===== src/rtl/mem_access.sv =====
// mem_access: memory stage of the five-stage RV32I_Zicsr pipeline.
//
// Takes execute's registered outputs, issues one load or store at a time on
// a req/ack data-memory port, and hands the result to writeback one register
// later. Memory accesses are byte-laned (replicated store data plus byte
// enables). Load data is extracted and extended from the returned word.
// Misaligned or undecodable accesses never reach the bus. They raise a
// one-cycle flag instead.
//
// Ports
//   i_clk, i_rst_n          clock, synchronous active-low reset
//   i_opcode/i_funct3       instruction class and access size/sign
//   i_alu_result            effective address (mem ops) or ALU result
//   i_rs2_data              store data
//   i_rd_addr/i_rd_wr_en    destination register and its write enable
//   i_pc                    instruction PC
//   i_flush                 turn the current IDLE-cycle instruction into a bubble
//   o_dmem_*                registered data-memory request (word address)
//   i_dmem_ack/i_dmem_rdata transfer completion and read word
//   or_*                    registered results to writeback
//   ow_stall                combinational hold for upstream stages
//   ow_fwd_*                forwarding of the ALU result back to execute
module mem_access #(
  parameter int XLEN  = 32,
  parameter int XADDR = 5,
  parameter int OPLEN = 7,
  parameter logic [OPLEN-1:0] L_OP = 7'b0000011,
  parameter logic [OPLEN-1:0] S_OP = 7'b0100011
) (
  input  logic             i_clk,
  input  logic             i_rst_n,
  input  logic [OPLEN-1:0] i_opcode,
  input  logic [2:0]       i_funct3,
  input  logic [XLEN-1:0]  i_alu_result,
  input  logic [XLEN-1:0]  i_rs2_data,
  input  logic [XADDR-1:0] i_rd_addr,
  input  logic             i_rd_wr_en,
  input  logic [XLEN-1:0]  i_pc,
  input  logic             i_flush,
  output logic             o_dmem_req,
  output logic             o_dmem_we,
  output logic [XLEN-1:0]  o_dmem_addr,
  output logic [3:0]       o_dmem_be,
  output logic [XLEN-1:0]  o_dmem_wdata,
  input  logic             i_dmem_ack,
  input  logic [XLEN-1:0]  i_dmem_rdata,
  output logic [OPLEN-1:0] or_opcode,
  output logic [XLEN-1:0]  or_rd_data,
  output logic [XADDR-1:0] or_rd_addr,
  output logic             or_rd_wr_en,
  output logic [XLEN-1:0]  or_pc,
  output logic             or_misaligned,
  output logic             or_illegal,
  output logic             ow_stall,
  output logic [XLEN-1:0]  ow_fwd_data,
  output logic [XADDR-1:0] ow_fwd_addr,
  output logic             ow_fwd_wr_en
);

  typedef enum logic {S_IDLE, S_WAIT} state_t;
  state_t state, state_nxt;

  logic       is_load, is_store, funct3_ok, aligned, mem_op;
  logic [1:0] off;

  // Pick the addressed byte/half out of the read word and extend it.
  function automatic logic [XLEN-1:0] load_ext(input logic [2:0] f3,
                                               input logic [1:0] ofs,
                                               input logic [XLEN-1:0] word);
    logic signed [7:0]      b;
    logic signed [15:0]     h;
    logic signed [XLEN-1:0] wide;
    b = word[{ofs, 3'b000} +: 8];
    h = word[{ofs[1], 4'b0000} +: 16];
    case (f3)
      3'd0:    wide = b;
      3'd1:    wide = h;
      3'd4:    wide = $signed({{(XLEN-8){1'b0}}, b});
      3'd5:    wide = $signed({{(XLEN-16){1'b0}}, h});
      default: wide = $signed(word);
    endcase
    return $unsigned(wide);
  endfunction

  function automatic logic [3:0] store_be(input logic [2:0] f3,
                                          input logic [1:0] ofs);
    case (f3[1:0])
      2'd0:    return 4'b0001 << ofs;
      2'd1:    return 4'b0011 << {ofs[1], 1'b0};
      default: return 4'b1111;
    endcase
  endfunction

  function automatic logic [XLEN-1:0] store_data(input logic [2:0] f3,
                                                 input logic [XLEN-1:0] rs2);
    case (f3[1:0])
      2'd0:    return {4{rs2[7:0]}};
      2'd1:    return {2{rs2[15:0]}};
      default: return rs2;
    endcase
  endfunction

  assign is_load  = (i_opcode == L_OP);
  assign is_store = (i_opcode == S_OP);
  assign off      = i_alu_result[1:0];

  always_comb begin
    funct3_ok = 1'b0;
    if (is_load)
      funct3_ok = (i_funct3 == 3'd0) || (i_funct3 == 3'd1) || (i_funct3 == 3'd2) ||
                  (i_funct3 == 3'd4) || (i_funct3 == 3'd5);
    else if (is_store)
      funct3_ok = (i_funct3 <= 3'd2);
  end

  always_comb begin
    aligned = 1'b1;
    case (i_funct3[1:0])
      2'd1:    aligned = ~off[0];
      2'd2:    aligned = (off == 2'b00);
      default: aligned = 1'b1;
    endcase
  end

  assign mem_op = (is_load || is_store) && funct3_ok && aligned;

  // Upstream is released on the ack edge itself, so the completed op is not reissued.
  assign ow_stall     = mem_op && !(state == S_WAIT && i_dmem_ack);
  assign ow_fwd_data  = i_alu_result;
  assign ow_fwd_addr  = i_rd_addr;
  assign ow_fwd_wr_en = i_rd_wr_en && !is_load;

  always_comb begin
    state_nxt = state;
    case (state)
      S_IDLE:  if (mem_op && !i_flush) state_nxt = S_WAIT;
      S_WAIT:  if (i_dmem_ack) state_nxt = S_IDLE;
      default: state_nxt = S_IDLE;
    endcase
  end

  always_ff @(posedge i_clk) begin
    if (!i_rst_n) state <= S_IDLE;
    else          state <= state_nxt;
  end

  // ---- memory -> writeback register boundary ----
  always_ff @(posedge i_clk) begin
    if (!i_rst_n) begin
      o_dmem_req    <= 1'b0;
      o_dmem_we     <= 1'b0;
      o_dmem_addr   <= '0;
      o_dmem_be     <= '0;
      o_dmem_wdata  <= '0;
      or_opcode     <= '0;
      or_rd_data    <= '0;
      or_rd_addr    <= '0;
      or_rd_wr_en   <= 1'b0;
      or_pc         <= '0;
      or_misaligned <= 1'b0;
      or_illegal    <= 1'b0;
    end else begin
      or_misaligned <= 1'b0;
      or_illegal    <= 1'b0;
      if (state == S_IDLE) begin
        or_rd_data <= i_alu_result;
        or_rd_addr <= i_rd_addr;
        or_pc      <= i_pc;
        if (i_flush) begin
          or_opcode   <= '0;
          or_rd_wr_en <= 1'b0;
        end else if (mem_op) begin
          o_dmem_req   <= 1'b1;
          o_dmem_we    <= is_store;
          o_dmem_addr  <= {i_alu_result[XLEN-1:2], 2'b00};
          o_dmem_be    <= is_store ? store_be(i_funct3, off) : 4'b1111;
          o_dmem_wdata <= store_data(i_funct3, i_rs2_data);
          or_opcode    <= '0;
          or_rd_wr_en  <= 1'b0;
        end else if (is_load || is_store) begin
          // Faulting access: report it, never touch the bus or the register file.
          or_opcode     <= i_opcode;
          or_rd_wr_en   <= 1'b0;
          or_illegal    <= !funct3_ok;
          or_misaligned <= funct3_ok && !aligned;
        end else begin
          or_opcode   <= i_opcode;
          or_rd_wr_en <= i_rd_wr_en;
        end
      end else if (i_dmem_ack) begin
        o_dmem_req  <= 1'b0;
        o_dmem_we   <= 1'b0;
        o_dmem_be   <= '0;
        or_opcode   <= i_opcode;
        or_rd_data  <= is_load ? load_ext(i_funct3, off, i_dmem_rdata) : i_alu_result;
        or_rd_addr  <= i_rd_addr;
        or_pc       <= i_pc;
        or_rd_wr_en <= is_load && i_rd_wr_en;
      end else begin
        // Transfer outstanding: writeback sees bubbles, bus signals held.
        or_opcode   <= '0;
        or_rd_wr_en <= 1'b0;
      end
    end
  end

endmodule

===== config.mk =====
export PLATFORM = sky130hd
export DESIGN_NAME = mem_access
export DESIGN_NICKNAME = d
export VERILOG_FILES = /design/src/rtl/mem_access.sv
export SDC_FILE = /design/constraint.sdc
export NUM_CORES = 1
export LEC_CHECK = 0
export ABC_AREA = 1
export BUFFER_PORTS_ARGS = -buffer_cell sky130_fd_sc_hd__buf_2
export CAP_MARGIN = 10
export CELL_PAD_IN_SITES_DETAIL_PLACEMENT = 1
export CELL_PAD_IN_SITES_GLOBAL_PLACEMENT = 1
export CORE_MARGIN = 2
export CORE_UTILIZATION = 30
export DETAILED_ROUTE_END_ITERATION = 10
export GPL_TIMING_DRIVEN = 0
export PLACE_DENSITY = 0.8
export SYNTH_ARGS = -nofsm -noshare
export SYNTH_HDL_FRONTEND = slang
export SYNTH_SLANG_ARGS = --single-unit

===== constraint.sdc =====
create_clock -name i_clk -period 3.7 [get_ports i_clk]
set_clock_uncertainty 0.15 [all_clocks]
set_input_delay 0.74 -clock i_clk [delete_from_list [all_inputs] [get_ports i_clk]]
set_output_delay 0.74 -clock i_clk [all_outputs]
set_load 0.02 [all_outputs]

==> flow_metrics.py <==
metrics = {
    "critical_path": {
        "worst_setup_path_end_kind": "output pin",
        "timing.critical_path.cells": "buf_2 -> buf_4 -> inv_4 -> ha_1 -> nor2_2 -> nor2_1 -> nand3_2 -> a21oi_4 -> nand2_1 -> a21oi_1 -> buf_2",
        "timing.critical_path.from_type": "input port",
        "cp.required_ps": 2810,
        "crit_path_max_fanout": 16,
        "cpMostUsedCell": "buf_2",
        "worstSetupPathDepth": 11,
        "reg2regPathDepth": 6,
        "critPathBufInv": 4,
        "path_class": "input port to output pin",
        "crit_path_top_delay_cell": "a21oi_4",
        "critPathMaxStageDelay_ps": 280,
        "critical_path_arrival_ps": 2590,
        "critical-path-top-delay-family": "buffers and inverters",
    },
    "die": {
        "die_h_um": 159,
        "io_pins": 336,
        "die_x_um": 159,
        "initial_utilization": 0.305,
        "number_of_placement_rows": 56,
        "die-area_um2": 25100,
        "design.core.area_um2": 23500,
    },
    "detailed_routing": {
        "vias": 8552,
        "postRouteAntennaNets": 0,
        "wl_um": 31900,
        "drt-wirelength-per-cell_um": 18.6,
        "vias_per_cell": 5.00,
        "remaining_drc_errors": 0,
        "dr.pass1.iters": 5,
        "first_iter_violations": 467,
    },
    "clocking": {
        "htree_num_levels": 4,
        "ctsRootBufferMaster": "clkbuf_16",
        "clock_sink_count": 148,
        "tritoncts": "built",
        "clkSlewWorstSetupHoldPaths_ps": 60,
        "cts-root-to-sink-buffers": 2,
        "cts_hold_bufs": 0,
        "clock_insertion_delay_worst_skew_ps": 420,
        "cts_made_buffers": 17,
    },
    "hold_path": {
        "holdCritPathClass": "register to register",
        "min_delay_path_depth": 2,
    },
    "finish": {
        "final_net_count": 1527,
        "share_of_post_route_cells_with_drive_strength_above_1": 0.322,
        "mostFrequentLayoutCell": "buf_2",
        "flow.area_growth_from_synthesis_pct": 37.6,
        "final_cell_mix": "buf_2 (350), nand2_1 (214), dfxtp_1 (148), a21oi_1 (142), o21ai_0 (96)",
    },
    "logic_synthesis": {
        "ys_seq_elements": 148,
        "ys_seq_area_frac": 0.413,
        "post_synth.cell_area_avg_um2": 7.00,
        "yosysUniqueCellTypes": 33,
        "postSynthCellCount": 1023,
        "ys_warn_count": 0,
        "mappedNetlistArea_um2": 7170,
    },
    "global_route": {
        "gr-total-overflow": 0,
        "first_pass_grt_wire_length_um": 47200,
        "grt_pass1_vias": 8441,
        "initial_antenna_violation_count": 5,
        "grt.total_usage": 0.246,
        "grt_start_max_net_pins": 17,
    },
    "power_and_ir_drop": {
        "netSwitchingFraction": 0.289,
        "cellPowerDensity_nw_per_um2": 412,
        "max-vdd-ir-drop_v": 0.000228,
        "cellLeakagePower_nw": 4.79,
        "switching_power_mw": 1.17,
        "power.share.clock": 0.441,
        "internal-power_mw": 2.89,
        "p_seq_frac": 0.408,
        "power.combinational.fraction": 0.150,
    },
    "timing": {
        "grt_setup_unrepaired": "no",
        "timing_max_transition_violations_final": 0,
        "transition_time_of_the_tightest_slew_check_pin_ps": 822,
        "final.period_utilization": 0.940,
        "timing.final.setup_violations": 0,
        "min_period_ps": 3480,
        "max_freq_mhz": 288,
        "max-slew-margin-rel": 0.450,
        "finalHoldViolations": 0,
        "post-route-worst-setup-slack_ps": 224,
        "fin_tns_setup_ps": 0,
    },
    "place": {
        "gp_congestion": 0.879,
        "io_buffers": 333,
        "pre_cts_slack_ps": -515,
        "dp_hpwl_um": 24900,
    },
    "run": {
        "drv_cap": 0,
    },
    "status": {
        "run_status": "finished clean",
    },
}
## logic make-up (layout without fill, tap and decap cells)
| logic type | count (synthesis) | in the layout | share of synthesized area |
|---|---|---|---|
| adders and majority gates | 3 | 3 | 0.00524 |
| buffers and inverters | 173 | 538 | 0.121 |
| DFF | 148 | 148 | 0.413 |
| and+or+nand+nor | 440 | 440 | 0.272 |
| other | 1 | 6 | 0.000523 |
| AOI/OAI and AO/OA | 258 | 258 | 0.188 |
## metrics by stage
| stage | hold slack, ps | util | total power [mW] | instances | instance area [um2] |
|---|---|---|---|---|---|
| after floorplan | 370 | - | 2.02 | 1024 | 7170 |
| after global placement | 301 | 0.393 | 2.29 | 1676 | 9240 |
| after detailed placement | 305 | 0.393 | 2.30 | 1676 | 9240 |
| after CTS | 315 | 0.420 | 4.10 | 1708 | 9850 |
| after global routing | 333 | 0.420 | 4.23 | 1710 | 9860 |
| final | 315 | 0.420 | 4.06 | 1712 | 9860 |
## state kept, by name (all words and copies together), names as in the netlist
signal,count
o_dmem_be,4
or_rd_data,32
or_misaligned,1
o_dmem_addr,30
o_dmem_wdata,32
state,1
or_rd_wr_en,1
or_illegal,1
o_dmem_req,1
or_pc,32
or_rd_addr,5
o_dmem_we,1
or_opcode,7
## synthesized netlist by cell type
master / n / area share
nand2_1: 214 / 0.11
dfxtp_1: 148 / 0.41
a21oi_1: 142 / 0.099
o21ai_0: 96 / 0.067
nor2_1: 90 / 0.047
nand4_1: 76 / 0.066
clkbuf_1: 54 / 0.028
inv_1: 48 / 0.025
nand3_1: 47 / 0.033
buf_4: 42 / 0.044
buf_2: 17 / 0.012
a211oi_1: 8 / 0.0084
buf_6: 5 / 0.0079
o22ai_1: 5 / 0.0044
inv_2: 4 / 0.0021
ha_1: 3 / 0.0052
nor2_2: 3 / 0.0026
nor3_1: 3 / 0.0021
buf_1: 2 / 0.0010
o31ai_1: 2 / 0.0021
or2_2: 2 / 0.0017
a21oi_4: 1 / 0.0023
a22oi_1: 1 / 0.0010
clkinv_1: 1 / 0.00052
conb_1: 1 / 0.00052
nand2_2: 1 / 0.00087
nand2_4: 1 / 0.0016
nand3_2: 1 / 0.0014
nand4_2: 1 / 0.0017
nor2_4: 1 / 0.0016
o211ai_1: 1 / 0.0010
o211ai_2: 1 / 0.0017
o21ai_1: 1 / 0.00070
## what timing repair did
action / 4_1_cts / 5_1_grt
endpoints found under the hold margin: 0 / 0
pin swaps: 1 / 1
resized for setup: 1 / 3
cloned: 0 / 0
setup endpoints to repair: 1 / 1
buffers inserted: 1 / 0
## worst paths after layout
| check | from | endpoint | slack, ps |
|---|---|---|---|
| min reg2reg | o_dmem_addr[7]$_SDFFE_PN0P_ | o_dmem_addr[7]$_SDFFE_PN0P_ | 310 |
| max | i_funct3[1] | ow_stall | 220 |
| max reg2reg | state$_SDFF_PN0_ | or_pc[20]$_SDFFE_PN0P_ | 1360 |
| min | o_dmem_addr[7]$_SDFFE_PN0P_ | o_dmem_addr[7]$_SDFFE_PN0P_ | 310 |
## power by group through the flow
stage               Combinational [mW]  Sequential [mW]  Clock, mW
floorplan                        0.273             1.75          0
global placement                 0.595             1.69          0
detailed placement               0.603             1.69          0
CTS                              0.611             1.66       1.83
global route                     0.664             1.66       1.90
finish                           0.611             1.66       1.79
## area by class of cell
class	count	area, um2
tap	319	399
sequential	148	2960
clock buffer	19	453
timing repair buffer	334	1670
buffer	119	663
inverter	53	201
fill	3096	13600
antenna	4	10.0
multi-input combinational	703	3350
clock inverter	13	148
## layer usage
| metal | share of wire | wire [um] | vias to the layer above | GRT usage |
|---|---|---|---|---|
| met3 | 0.066 | 2110 | 39 | 0.0623 |
| met5 | 0.00075 | 24 | - | 0 |
| li1 | - | - | 4122 | - |
| met2 | 0.48 | 15500 | 297 | 0.418 |
| met4 | 0.017 | 553 | 4 | 0.0734 |
| met1 | 0.43 | 13800 | 4090 | 0.306 |
## worst min-delay path: stages (launching register included)
cell     delay (ps)
dfxtp_1         310
nand2_1          60
a21oi_1          50
No activity file was read; power rests on OpenSTA's default activity.
